[config.mk]
export PLATFORM = sky130hd
export DESIGN_NAME = layer_sequencer_flat
export DESIGN_NICKNAME = d
export VERILOG_FILES = /design/src/rtl/layer_sequencer_pkg.sv /design/src/rtl/layer_sequencer_if.sv /design/src/rtl/layer_sequencer.sv /design/src/flat_wrapper.sv
export SDC_FILE = /design/constraint.sdc
export NUM_CORES = 1
export LEC_CHECK = 0
export CORE_ASPECT_RATIO = 1.1
export CORE_MARGIN = 3
export CORE_UTILIZATION = 45
export DETAILED_ROUTE_END_ITERATION = 10
export PLACE_DENSITY_LB_ADDON = 0.15
export SLEW_MARGIN = 20
export SYNTH_ARGS = -nofsm -noshare
export SYNTH_HDL_FRONTEND = slang
export SYNTH_SLANG_ARGS = --single-unit
export TNS_END_PERCENT = 50
[constraint.sdc]
create_clock -name clk -period 2.9 [get_ports clk]
set_clock_uncertainty 0.1 [all_clocks]
set_input_delay 0.29 -clock clk [delete_from_list [all_inputs] [get_ports clk]]
set_output_delay 0.29 -clock clk [all_outputs]
set_load 0.01 [all_outputs]
[src/rtl/layer_sequencer_pkg.sv]
// Shared definitions for the fully-connected layer sequencer: sizing constants,
// FSM state encoding and the latched layer descriptor.
package layer_sequencer_pkg;

  localparam int NU_COUNT      = 8;
  localparam int XY_MEM_DEPTH  = 8;
  localparam int W_MEM_DEPTH   = 10;
  localparam int ACT_MASK_SIZE = 2;
  localparam int DRAIN_CYCLES  = 2;

  // xy addresses carry one extra MSB selecting the output memory
  localparam int XY_W = XY_MEM_DEPTH + 1;

  typedef enum logic [2:0] {
    IDLE,
    MAC,
    DRAIN,
    SERIAL,
    DONE
  } seq_state_t;

  typedef struct packed {
    logic [XY_W-1:0]          in_count;
    logic [XY_W-1:0]          out_count;
    logic [XY_W-1:0]          x_base;
    logic [XY_W-1:0]          y_base;
    logic [W_MEM_DEPTH-1:0]   w_base;
    logic [ACT_MASK_SIZE-1:0] act_mask;
  } layer_desc_t;

endpackage

[src/rtl/layer_sequencer_if.sv]
// Bundle between the instruction decoder (master), the layer sequencer (slave)
// and the datapath strobes it drives.
interface layer_sequencer_if;
  import layer_sequencer_pkg::*;

  // Handshake: a descriptor is taken on a rising edge where start & ready & !abort;
  // ready is high only in IDLE, start while not ready is dropped (never queued).
  logic                     start;
  logic                     ready;
  logic                     abort;
  logic [XY_W-1:0]          cfg_in_count;
  logic [XY_W-1:0]          cfg_out_count;
  logic [XY_W-1:0]          cfg_x_base;
  logic [XY_W-1:0]          cfg_y_base;
  logic [W_MEM_DEPTH-1:0]   cfg_w_base;
  logic [ACT_MASK_SIZE-1:0] cfg_act_mask;
  logic                     busy;
  logic                     done;

  logic [XY_W-1:0]          xy_read_addr;
  logic [W_MEM_DEPTH-1:0]   w_read_addr;
  logic                     mac_acc_update;
  logic                     mac_acc_loopback;
  logic                     serializer_update;
  logic                     serializer_shift;
  logic                     xy_write_enable;
  logic [XY_W-1:0]          xy_write_addr;
  logic [ACT_MASK_SIZE-1:0] act_mask;

  seq_state_t               state_dbg;

  modport slave (
    input  start, abort, cfg_in_count, cfg_out_count, cfg_x_base, cfg_y_base,
           cfg_w_base, cfg_act_mask,
    output ready, busy, done, xy_read_addr, w_read_addr, mac_acc_update,
           mac_acc_loopback, serializer_update, serializer_shift, xy_write_enable,
           xy_write_addr, act_mask, state_dbg
  );

  modport master (
    output start, abort, cfg_in_count, cfg_out_count, cfg_x_base, cfg_y_base,
           cfg_w_base, cfg_act_mask,
    input  ready, busy, done, xy_read_addr, w_read_addr, mac_acc_update,
           mac_acc_loopback, serializer_update, serializer_shift, xy_write_enable,
           xy_write_addr, act_mask, state_dbg
  );

endinterface

[src/rtl/layer_sequencer.sv]
// Sequences one fully-connected layer: per neuron group, N MAC cycles, a drain gap,
// then V serializer/write-back cycles. All strobes decode from registered state.
module layer_sequencer
  import layer_sequencer_pkg::*;
(
  input  logic              clk,
  input  logic              reset,
  layer_sequencer_if.slave  seq
);

  localparam int JW = $clog2(NU_COUNT + 1);
  localparam int DW = $clog2(DRAIN_CYCLES + 1);
  localparam logic [XY_W-1:0] NU_XY      = XY_W'(NU_COUNT);
  localparam logic [XY_W-1:0] ONE_XY     = XY_W'(1);
  localparam logic [DW-1:0]   DRAIN_LAST = DW'(DRAIN_CYCLES - 1);

  seq_state_t             state_q, state_d;
  layer_desc_t            desc_q, desc_d;
  layer_desc_t            cfg;
  logic [XY_W-1:0]        k_q, k_d;
  logic [XY_W-1:0]        g_q, g_d;
  logic [XY_W-1:0]        rem_q, rem_d;
  logic [JW-1:0]          j_q, j_d;
  logic [DW-1:0]          dcnt_q, dcnt_d;
  logic [W_MEM_DEPTH-1:0] w_ptr_q, w_ptr_d;

  logic [XY_W-1:0]        v_last;
  logic                   last_group;

  always_comb begin
    cfg           = '0;
    cfg.in_count  = seq.cfg_in_count;
    cfg.out_count = seq.cfg_out_count;
    cfg.x_base    = seq.cfg_x_base;
    cfg.y_base    = seq.cfg_y_base;
    cfg.w_base    = seq.cfg_w_base;
    cfg.act_mask  = seq.cfg_act_mask;
  end

  // rem_q holds the neurons not yet serialized, M - g*NU_COUNT
  assign last_group = (rem_q <= NU_XY);
  assign v_last     = last_group ? (rem_q - ONE_XY) : (NU_XY - ONE_XY);

  always_comb begin
    state_d = state_q;
    desc_d  = desc_q;
    k_d     = k_q;
    g_d     = g_q;
    rem_d   = rem_q;
    j_d     = j_q;
    dcnt_d  = dcnt_q;
    w_ptr_d = w_ptr_q;

    seq.ready             = 1'b0;
    seq.busy              = 1'b1;
    seq.done              = 1'b0;
    seq.xy_read_addr      = '0;
    seq.w_read_addr       = '0;
    seq.mac_acc_update    = 1'b0;
    seq.mac_acc_loopback  = 1'b0;
    seq.serializer_update = 1'b0;
    seq.serializer_shift  = 1'b0;
    seq.xy_write_enable   = 1'b0;
    seq.xy_write_addr     = '0;
    seq.act_mask          = '0;
    seq.state_dbg         = state_q;

    unique case (state_q)
      IDLE: begin
        seq.ready = 1'b1;
        seq.busy  = 1'b0;
        if (seq.start && !seq.abort) begin
          desc_d  = cfg;
          k_d     = '0;
          g_d     = '0;
          j_d     = '0;
          dcnt_d  = '0;
          rem_d   = cfg.out_count;
          w_ptr_d = cfg.w_base;
          state_d = (cfg.in_count == '0 || cfg.out_count == '0) ? DONE : MAC;
        end
      end

      MAC: begin
        seq.mac_acc_update   = 1'b1;
        seq.mac_acc_loopback = (k_q != '0);
        seq.xy_read_addr     = desc_q.x_base + k_q;
        seq.w_read_addr      = w_ptr_q;
        // w_ptr runs across groups, so group g starts at w_base + g*N
        w_ptr_d = w_ptr_q + 1'b1;
        if (k_q == desc_q.in_count - ONE_XY) begin
          dcnt_d  = '0;
          state_d = DRAIN;
        end else begin
          k_d = k_q + ONE_XY;
        end
      end

      DRAIN: begin
        if (dcnt_q == DRAIN_LAST) begin
          j_d     = '0;
          state_d = SERIAL;
        end else begin
          dcnt_d = dcnt_q + 1'b1;
        end
      end

      SERIAL: begin
        seq.serializer_update = (j_q == '0);
        seq.serializer_shift  = (j_q != '0);
        seq.xy_write_enable   = 1'b1;
        seq.xy_write_addr     = desc_q.y_base + g_q * NU_XY + XY_W'(j_q);
        seq.act_mask          = desc_q.act_mask;
        if (XY_W'(j_q) == v_last) begin
          if (last_group) begin
            state_d = DONE;
          end else begin
            g_d     = g_q + ONE_XY;
            rem_d   = rem_q - NU_XY;
            k_d     = '0;
            state_d = MAC;
          end
        end else begin
          j_d = j_q + 1'b1;
        end
      end

      DONE: begin
        seq.done = 1'b1;
        state_d  = IDLE;
      end

      default: state_d = IDLE;
    endcase

    // Cancel wins over every transition above; pending writes are simply dropped
    if (seq.abort && state_q != IDLE) begin
      state_d = IDLE;
    end
  end

  always_ff @(posedge clk or negedge reset) begin
    if (!reset) begin
      state_q <= IDLE;
      desc_q  <= '0;
      k_q     <= '0;
      g_q     <= '0;
      rem_q   <= '0;
      j_q     <= '0;
      dcnt_q  <= '0;
      w_ptr_q <= '0;
    end else begin
      state_q <= state_d;
      desc_q  <= desc_d;
      k_q     <= k_d;
      g_q     <= g_d;
      rem_q   <= rem_d;
      j_q     <= j_d;
      dcnt_q  <= dcnt_d;
      w_ptr_q <= w_ptr_d;
    end
  end

endmodule

[src/flat_wrapper.sv]
// flat-port wrapper written by rule: the top's interface ports become plain ports
module layer_sequencer_flat import layer_sequencer_pkg::*;
  (clk, reset, seq_start, seq_abort, seq_cfg_in_count, seq_cfg_out_count, seq_cfg_x_base, seq_cfg_y_base, seq_cfg_w_base, seq_cfg_act_mask, seq_ready, seq_busy, seq_done, seq_xy_read_addr, seq_w_read_addr, seq_mac_acc_update, seq_mac_acc_loopback, seq_serializer_update, seq_serializer_shift, seq_xy_write_enable, seq_xy_write_addr, seq_act_mask, seq_state_dbg);
  layer_sequencer_if seq_i ();
  input  logic clk;
  input  logic reset;
  input wire logic [$bits(seq_i.start)-1:0] seq_start;
  input wire logic [$bits(seq_i.abort)-1:0] seq_abort;
  input wire logic [$bits(seq_i.cfg_in_count)-1:0] seq_cfg_in_count;
  input wire logic [$bits(seq_i.cfg_out_count)-1:0] seq_cfg_out_count;
  input wire logic [$bits(seq_i.cfg_x_base)-1:0] seq_cfg_x_base;
  input wire logic [$bits(seq_i.cfg_y_base)-1:0] seq_cfg_y_base;
  input wire logic [$bits(seq_i.cfg_w_base)-1:0] seq_cfg_w_base;
  input wire logic [$bits(seq_i.cfg_act_mask)-1:0] seq_cfg_act_mask;
  output wire logic [$bits(seq_i.ready)-1:0] seq_ready;
  output wire logic [$bits(seq_i.busy)-1:0] seq_busy;
  output wire logic [$bits(seq_i.done)-1:0] seq_done;
  output wire logic [$bits(seq_i.xy_read_addr)-1:0] seq_xy_read_addr;
  output wire logic [$bits(seq_i.w_read_addr)-1:0] seq_w_read_addr;
  output wire logic [$bits(seq_i.mac_acc_update)-1:0] seq_mac_acc_update;
  output wire logic [$bits(seq_i.mac_acc_loopback)-1:0] seq_mac_acc_loopback;
  output wire logic [$bits(seq_i.serializer_update)-1:0] seq_serializer_update;
  output wire logic [$bits(seq_i.serializer_shift)-1:0] seq_serializer_shift;
  output wire logic [$bits(seq_i.xy_write_enable)-1:0] seq_xy_write_enable;
  output wire logic [$bits(seq_i.xy_write_addr)-1:0] seq_xy_write_addr;
  output wire logic [$bits(seq_i.act_mask)-1:0] seq_act_mask;
  output wire logic [$bits(seq_i.state_dbg)-1:0] seq_state_dbg;
  assign seq_i.start = seq_start;
  assign seq_i.abort = seq_abort;
  assign seq_i.cfg_in_count = seq_cfg_in_count;
  assign seq_i.cfg_out_count = seq_cfg_out_count;
  assign seq_i.cfg_x_base = seq_cfg_x_base;
  assign seq_i.cfg_y_base = seq_cfg_y_base;
  assign seq_i.cfg_w_base = seq_cfg_w_base;
  assign seq_i.cfg_act_mask = seq_cfg_act_mask;
  assign seq_ready = seq_i.ready;
  assign seq_busy = seq_i.busy;
  assign seq_done = seq_i.done;
  assign seq_xy_read_addr = seq_i.xy_read_addr;
  assign seq_w_read_addr = seq_i.w_read_addr;
  assign seq_mac_acc_update = seq_i.mac_acc_update;
  assign seq_mac_acc_loopback = seq_i.mac_acc_loopback;
  assign seq_serializer_update = seq_i.serializer_update;
  assign seq_serializer_shift = seq_i.serializer_shift;
  assign seq_xy_write_enable = seq_i.xy_write_enable;
  assign seq_xy_write_addr = seq_i.xy_write_addr;
  assign seq_act_mask = seq_i.act_mask;
  assign seq_state_dbg = seq_i.state_dbg;
  layer_sequencer u_core (.clk(clk), .reset(reset), .seq(seq_i));
endmodule
After elaboration in Yosys (flattened, before gate mapping)
Index checks and enable logic that the tools add are counted.

cells by class
  add/sub/neg operators = 11
  multipliers = 0
  divide/modulo/power cells = 0
  $lt $le $gt $ge = 1
  equality and inequality tests = 19
  shift operators = 0
  multiplexer cells = 43
  bitwise logic cells = 0
  reductions and logical operators = 23

operator list
  cell                                                                               number
  9-bit 2-to-1 mux                                                                   12
  9-bit one-hot mux with 2 select lines                                              2
  9-bit one-hot mux with 3 select lines                                              1
  3-bit 2-to-1 mux                                                                   7
  10-bit 2-to-1 mux                                                                  2
  10-bit one-hot mux with 2 select lines                                             1
  9-bit by 1-bit adder with 9-bit output (second input constant)                     2
  9-bit adder                                                                        2
  9-bit zero test                                                                    2
  9-bit by 1-bit subtractor with 9-bit output (second input constant)                2
  4-bit AND reduction                                                                4
  4-bit 2-to-1 mux                                                                   3
  3-bit by 1-bit != test with 1-bit output (second input constant)                   4
  3-bit one-hot mux with 4 select lines                                              1
  4-bit one-hot mux with 3 select lines                                              1
  3-bit nonzero test                                                                 4
  10-bit by 1-bit adder with 10-bit output (second input constant)                   1
  9-bit by 4-bit adder with 9-bit output                                             1
  4-bit by 9-bit equality test with 1-bit output                                     1
  9-bit equality test                                                                1
  9-bit by 4-bit less-or-equal comparator with 1-bit output (second input constant)  1
  9-bit nonzero test                                                                 1
  9-bit by 4-bit subtractor with 9-bit output (second input constant)                1
  1-bit 2-to-1 mux                                                                   8
  other kinds (19)                                                                   32

word-level totals
  register bits = 75
  bits in latches = 0
  RAM bits = 0
  ROM bits = 0
  input bits = 52
  output and inout bits = 41
  logic and storage cells = 108
  memories kept = 0

Depth between registers and ports, before layout
Gate-level depths: netlist of run 1.

  depth in word-level cells = 6
  depth in mapped cells = 12

Least setup slack after synthesis of run 1
Ideal clock, no wire load.

  path type = register -> register
  start = register u_core.rem_q[0]
  end = register u_core.k_q[7]
  library setup time = 0.078 ns
  arrival time = 2.552 ns
  required time = 2.722 ns
  path slack = 0.170 ns
  stages on the path, launching flop included = 11
  buffers on the path = 2
  clock period less this slack = 2.730 ns
  cells stage by stage = dfrtp_1 clkbuf_1 inv_1 ha_1 and4bb_2 o21a_1 o22a_1 or2_2 buf_1 or4_1 a21oi_1

on the way
  longest elaborated chain between the ends = 5

ends and longest elaborated chain
  item                                                                                                                      line                                          RTL
  from (decl)                                                                                                               layer_sequencer.sv:22                         logic [XY_W-1:0] rem_q, rem_d;
  from (signal assigned)                                                                                                    layer_sequencer.sv:157                        rem_q <= rem_d;
  9-bit by 1-bit subtractor with 9-bit output or 9-bit by 4-bit less-or-equal comparator with 1-bit output (tied branches)  layer_sequencer.sv:42, layer_sequencer.sv:41
  9-bit 2-to-1 mux                                                                                                          layer_sequencer.sv:42                         assign v_last = last_group ? (rem_q - ONE_XY) : (NU_XY - ONE_XY);
  4-bit by 9-bit equality test with 1-bit output                                                                            layer_sequencer.sv:114                        if (XY_W'(j_q) == v_last) begin
  2-bit by 1-bit != test with 1-bit output (no source line)                                                                 --
  5-bit AND reduction (no source line) *                                                                                    --
  to (signal assigned)                                                                                                      layer_sequencer.sv:155                        k_q <= k_d;
  to (decl)                                                                                                                 layer_sequencer.sv:20                         logic [XY_W-1:0] k_q, k_d;

Mark *: on every way between the ends. The rest lies on a longest branch, timed or not.
A chain may end at the register's enable or synchronous reset.

Worst setup path in the final report of run 1
  start = register u_core.g_q[0]
  end = output port seq_xy_write_addr[6]

on the way
  longest elaborated chain between the ends = 3

ends and longest elaborated chain
  item                                    line                    RTL
  from (decl)                             layer_sequencer.sv:21   logic [XY_W-1:0] g_q, g_d;
  from (signal assigned)                  layer_sequencer.sv:156  g_q <= g_d;
  9-bit adder                             layer_sequencer.sv:112  seq.xy_write_addr = desc_q.y_base + g_q * NU_XY + XY_W'(j_q);
  9-bit by 4-bit adder with 9-bit output  layer_sequencer.sv:112
  9-bit 2-to-1 mux                        layer_sequencer.sv:68   unique case (state_q)
  to (decl)                               flat_wrapper.sv:25      output wire logic [$bits(seq_i.xy_write_addr)-1:0] seq_xy_write_addr;

Every way passes these cells.

==> reports/metrics.yaml, run 1 <==
total_leakage_power_nw: 3.11
seqPwrFrac_pct: 28.6
ant_nets: 0
syn-cell-area_um2: 4950
cts_max_level: 3
place.gp.congestion: 0.909
clk_path_buf_depth: 2
p_per_area_nw_per_um2: 892
power_switching_mw: 2.36
r2r_cells: 7
synth_fp_nets: 690
start_kind: "flip-flop"
grt-ovfl-total: 0
period_needed_ns: 2.99
hold_path_class: "primary input to flip-flop"
timing.setup.tns_ns: -0.221
hold_start: "seq_cfg_x_base[6]"
boundaryPins: 93
syn_to_final_growth_pct: 36.4
syn_area_per_cell_um2: 8.23
crit-reg2reg-launch: "u_core.desc_q[42]$_DFFE_PN0P_"
max-vdd-ir-drop_mv: 0.400
drive_gt1_share_pct: 14.8
routed_wl_mm: 13.7
clk_latency_ns: 0.34
combPwrFrac_pct: 50.6
dp_slack_ns: -0.184
synthCells: 602
cts_tree: "built"
die-area_um2: 12300
crit_path_end_kind: "output pin"
utilization_pct: 64.1
die_y_um: 116
outcome: "finished, violations left"
cp.arrival_ns: 2.60
rsz0062_at_grt: "true"
synth_top_area_cell: "dfrtp_1"
first_pass_iters: 4
cts_num_sinks: 72
violations: "setup timing"
rrSetupSlack_ns: 0.08
globalRouteTotalUtil_pct: 22.7
grt_pass1_wl_mm: 22.4
drc_errors: 0
setup_ws_ns: -0.0899
design_area_um2: 6760
core_um2: 10500
rows: 39
tightest_slew_ns: 0.683
yosys_warnings: 0
intPower_mw: 3.66
antenna_found_initial: 0
final_max_slew_viol_count: 0
dp_hpwl_mm: 9.82
synth_area_leaders: "dfrtp_1 36%, nand2_1 9.2%, ha_1 8.3%, nor2_1 3.9%, o21ai_0 3.5%"
vias_per_cell: 5.43
drtIter0Drc: 206
max_slew_margin_pct: 53.9
die_x_um: 106
synth_common_cells: "121 x nand2_1, 72 x dfrtp_1, 51 x nor2_1"
p_sw_share_pct: 39.2
numCtsBuffers: 9
root_buffer: "clkbuf_16"
r2r-end: "u_core.k_q[5]$_DFFE_PN0P_"
synth_top_area_share_pct: 36.4
synth_ff_type: "dfrtp_1"
holdPathEnd: "u_core.desc_q[27]$_DFFE_PN0P_"
insertedDiodeCount: 0
vias: 4733
clock.fmax_ghz: 0.334
seq_area_frac_synth_pct: 36.4
synth-edff-count: 0
ys_ff_latch: 72
hold_viol_final: 0
path_max_fanout: 2
finalPower_mw: 6.02
place_area_um2: 6260
start_util_pct: 47.0
wl_per_cell_um: 15.7
clockPowerShare_pct: 20.8
drv_cap: 0
required_ns: 2.51
port_buffers: 92
synth.most_common_cell: "nand2_1"
setup_viol: 3
grt_max_degree: 73
crit_type: "flip-flop to output pin"
hold_depth: 3
synthDistinctLibCells: 65
synthArstFlopShare_pct: 100
grt_pass1_vias: 4681
min_period_over_period_pct: 103
clk_pin_slew_ns: 0.06
layout.nets: 812
==> critical path, stage by stage (launching register included) <==
cell and delay, ns:
dfrtp_1 0.39, fa_1 0.61, ha_4 0.22, buf_6 0.12, a21oi_4 0.15, o21bai_1 0.09, a21oi_1 0.19, buf_4 0.15
xor2_2 0.14, nor2_1 0.06, buf_2 0.13
==> cell families (layout without fill, tap and decap cells) <==
group           count (synthesis)  after routing  synth area share (%)
simple gates                  275            275                  26.7
flops                          72             72                  36.4
mux                             5              5                  1.06
compound gates                122            123                  15.6
xor+xnor                       35             35                  6.19
fa+ha+maj                      36             36                  9.55
buf+inv                        57            183                  4.55
==> final cells by class <==
cell class	instances	area, µm²
Tap cell	143	179
Clock inverter	2	60.1
Inverter	28	109
Multi-Input combinational cell	474	3080
Fill cell	935	3780
Sequential cell	72	1800
Clock buffer	14	274
Timing Repair Buffer	139	1250
==> layer usage <==
metal  GRT usage, %  share of wire (%)  vias up
met3           3.51                4.9       25
li1               -                  -     2344
met1           27.9                 43     2249
met2           39.6                 50      115
met4           10.2                2.4        0
met5              0                  0        -
==> cell usage in the layout (no fill, tap or decap), types with 10 or more instances in the layout <==
cell and n:
nand4_1 14, a21oi_1 23, xor2_1 15, dfrtp_1 71, clkdlybuf4s50_1 81, nor2_1 50, xnor2_1 19, ha_1 30
and2_1 11, buf_4 44, nand3_1 10, o21ai_0 32, nor3_1 12, inv_1 25, nand2_1 121
==> sequential cells by signal, indices dropped and copies added (netlist names) <==
| name | cells |
|---|---|
| u_core.desc_q | 29 |
| u_core.j_q | 4 |
| u_core.g_q | 6 |
| u_core.k_q | 9 |
| u_core.w_ptr_q | 10 |
| u_core.seq.state_dbg | 3 |
| u_core.dcnt_q | 2 |
| u_core.rem_q | 9 |
==> power by group through the flow <==
stage               Combinational (mW)  Sequential, mW  Clock (mW)
floorplan                         1.83            1.65           0
global placement                  2.81            1.69           0
detailed placement                2.89            1.72           0
CTS                               2.94            1.71        1.27
global route                      3.40            1.78        1.31
finish                            3.05            1.72        1.25
==> metrics by stage <==
stage | std cells | hold slack, ns
global route | 872 | 0.381
finish | 872 | 0.374
global placement | 849 | 0.254
detailed placement | 849 | 0.252
floorplan | 602 | -0.106
CTS | 866 | 0.371
==> how the worst max path moves through the flow <==
| stage | start | to | slack (ns) | cells past startpoint |
|---|---|---|---|---|
| CTS | u_core.desc_q[15]$_DFFE_PN0P_ | seq_xy_write_addr[7] | -0.07 | 10 |
| floorplan | u_core.rem_q[0]$_DFFE_PN0P_ | u_core.k_q[7]$_DFFE_PN0P_ | 0.17 | 10 |
| detailed placement | u_core.j_q[3]$_DFFE_PN0P_ | seq_xy_write_addr[7] | -0.18 | 10 |
| finish | u_core.g_q[0]$_DFFE_PN0P_ | seq_xy_write_addr[6] | -0.09 | 10 |
| global placement | u_core.j_q[3]$_DFFE_PN0P_ | seq_xy_write_addr[7] | -0.12 | 10 |
| global route | u_core.g_q[0]$_DFFE_PN0P_ | seq_xy_write_addr[7] | -0.21 | 10 |
==> timing repair <==
action / in CTS / in global routing
gates resized for setup: 31 / 30
endpoints found under the setup margin: 10 / 12
pin swaps: 12 / 15
cloned: 0 / 1
hold buffers: 1 / 0
endpoints found under the hold margin: 72 / 0
setup buffers: 0 / 5
No activity file was read; power rests on OpenSTA's default activity.
==> inputs of run 2 (changes only) <==
==> constraint.sdc (replaced) <==
create_clock -name clk -period 2.7 [get_ports clk]
set_clock_uncertainty 0.1 [all_clocks]
set_input_delay 0.27 -clock clk [delete_from_list [all_inputs] [get_ports clk]]
set_output_delay 0.27 -clock clk [all_outputs]
set_load 0.01 [all_outputs]
==> reports/metrics.yaml, run 2 (synthesized netlist as in run 1, its figures left out) <==
outcome: "finished, violations left"  # unchanged
violations: "setup timing"  # unchanged
required_ns: 2.33  # was 2.51 ns
max-vdd-ir-drop_mv: 0.578  # was 0.400 mV
drv_cap: 0  # unchanged
p_per_area_nw_per_um2: 960  # was 892 nW/µm²
port_buffers: 92  # unchanged
drive_gt1_share_pct: 19.7  # was 14.8%
layout.nets: 841  # was 812
min_period_over_period_pct: 106
r2r_cells: 10  # was 7
top_register: "u_core.desc_q"  # unchanged
dp.cells: 872  # was 849
grt_max_degree: 73  # unchanged
crit-reg2reg-launch: "u_core.rem_q[3]$_DFFE_PN0P_"  # was u_core.desc_q[42]$_DFFE_PN0P_
hold_depth: 3  # unchanged
path_max_fanout: 3  # was 2
hold_viol_final: 0  # unchanged
antenna_found_initial: 0  # unchanged
hold_path_class: "primary input to flip-flop"  # unchanged
syn_to_final_growth_pct: 42.1  # was 36.4%
cts_max_level: 3  # unchanged
cp.arrival_ns: 2.50  # was 2.60 ns
die_x_um: 106  # unchanged
cts_num_sinks: 72  # unchanged
globalRouteTotalUtil_pct: 23.3  # was 22.7%
crit_path_end_kind: "output pin"  # unchanged
rows: 39  # unchanged
grt-ovfl-total: 0  # unchanged
setup_ws_ns: -0.171  # was -0.0899 ns
fin_cells: 901  # was 872
core_um2: 10500  # unchanged
numCtsBuffers: 9  # unchanged
grt_pass1_vias: 4838  # was 4681
die_y_um: 116  # unchanged
place.gp.congestion: 0.866  # was 0.909
setup_viol: 4  # was 3
clk_latency_ns: 0.34  # about the same
cts_tree: "built"  # unchanged
clk_pin_slew_ns: 0.06  # about the same
die-area_um2: 12300  # unchanged
rsz0062_at_grt: "true"  # unchanged
wl_per_cell_um: 15.3  # was 15.7 µm
holdPathEnd: "u_core.desc_q[12]$_DFFE_PN0P_"  # was u_core.desc_q[27]$_DFFE_PN0P_
rrSetupSlack_ns: 0.03  # was 0.08 ns
crit_type: "flip-flop to output pin"  # unchanged
r2r-end: "u_core.k_q[3]$_DFFE_PN0P_"  # was u_core.k_q[5]$_DFFE_PN0P_
hold_start: "seq_cfg_y_base[0]"  # was seq_cfg_x_base[6]
final_common_cell: "nand2_1"  # unchanged
reg.largest.list: "u_core.desc_q x29, u_core.w_ptr_q x10"  # unchanged
vias: 4875  # was 4733
total_leakage_power_nw: 3.29  # was 3.11 nW
fillers: 899  # was 935
boundaryPins: 93  # unchanged
routed_wl_mm: 13.8  # was 13.7 mm
clk_path_buf_depth: 2  # unchanged
drtIter0Drc: 265  # was 206
grt_pass1_wl_mm: 23.1  # was 22.4 mm
start_util_pct: 47.0  # unchanged
period_needed_ns: 2.87
drc_errors: 0  # unchanged
final_max_slew_viol_count: 0  # unchanged
start_kind: "flip-flop"  # unchanged
first_pass_iters: 4  # unchanged
max_slew_margin_pct: 59.8  # was 53.9%
vias_per_cell: 5.41  # was 5.43
ant_nets: 0  # unchanged
final_cell_mix: "120 x nand2_1, 78 x clkdlybuf4s50_1, 72 x dfrtp_1"  # was 121 x nand2_1, 81 x clkdlybuf4s50_1, 71 x dfrtp_1
largest_reg_flops: 29  # unchanged
dp_hpwl_mm: 9.96  # was 9.82 mm
insertedDiodeCount: 0  # unchanged
clock.fmax_ghz: 0.348
root_buffer: "clkbuf_16"  # unchanged
place_area_um2: 6440  # was 6260 µm²
design_area_um2: 7040  # was 6760 µm²
tightest_slew_ns: 0.595  # was 0.683 ns
==> run 2: metal layers <==
metal / wire (µm) / up-vias / track usage, %
li1: - / 2409 / -
met3: 615 / 17 / 4.01
met2: 6920 / 122 / 41.4
met1: 5960 / 2327 / 28.6
met4: 275 / 0 / 8.55
met5: 0 / - / 0
==> run 2: worst max-delay path, stage by stage (launching register included) <==
cell and delay [ns]:
dfrtp_1 0.40, fa_1 0.59, ha_4 0.22, nor2b_4 0.12, o21ai_1 0.11, nand2b_1 0.08, a21o_1 0.17, a21oi_2 0.13
xor2_1 0.15, nor2_1 0.05, buf_2 0.13
==> run 2: area by class of cell <==
type                            instances  area (µm²)  share of cell area (%)
Multi-Input combinational cell        473        3120                    44.4
Inverter                               28         105                    1.49
Clock inverter                          4        73.8                    1.05
Tap cell                              143         179                    2.54
Timing Repair Buffer                  169        1490                    21.2
Clock buffer                           12         267                    3.79
Sequential cell                        72        1800                    25.6
==> run 2: repair_timing <==
item / in CTS / in global routing
gates resized for setup: 57 / 33
endpoints found under the setup margin: 17 / 27
setup buffers: 5 / 8
hold endpoints to repair: 72 / 0
hold buffers: 1 / 0
pin swaps: 17 / 21
==> run 2: per-stage QoR <==
| step | TNS (ns) | total power, mW | hold slack, ns | setup slack, ns | util, % |
|---|---|---|---|---|---|
| after floorplan | 0 | 3.74 | -0.126 | 0.0456 | - |
| after global placement | -1.16 | 5.07 | 0.231 | -0.305 | 61.1 |
| after detailed placement | -1.47 | 5.19 | 0.226 | -0.335 | 61.1 |
| after CTS | -0.459 | 6.66 | 0.350 | -0.186 | 65.3 |
| after global routing | -1.34 | 7.29 | 0.370 | -0.260 | 66.8 |
| final | -0.486 | 6.76 | 0.357 | -0.171 | 66.8 |
==> run 2: how the worst max path moves through the flow <==
stage	slack, ns	startpoint	endpoint
CTS	-0.19	u_core.desc_q[15]$_DFFE_PN0P_	seq_xy_write_addr[7]
finish	-0.17	u_core.desc_q[15]$_DFFE_PN0P_	seq_xy_write_addr[7]
global placement	-0.31	u_core.j_q[3]$_DFFE_PN0P_	seq_xy_write_addr[7]
floorplan	0.05	u_core.rem_q[3]$_DFFE_PN0P_	u_core.k_q[7]$_DFFE_PN0P_
global route	-0.26	u_core.desc_q[15]$_DFFE_PN0P_	seq_xy_write_addr[7]
detailed placement	-0.34	u_core.j_q[3]$_DFFE_PN0P_	seq_xy_write_addr[7]
==> run 2: where the power goes <==
part | internal [mW] | leakage (nW) | total, mW | switching (mW)
Sequential | 1.46 | 0.911 | 1.81 | 0.347
Combinational | 1.79 | 2.21 | 3.59 | 1.81
Clock | 0.886 | 0.169 | 1.36 | 0.469
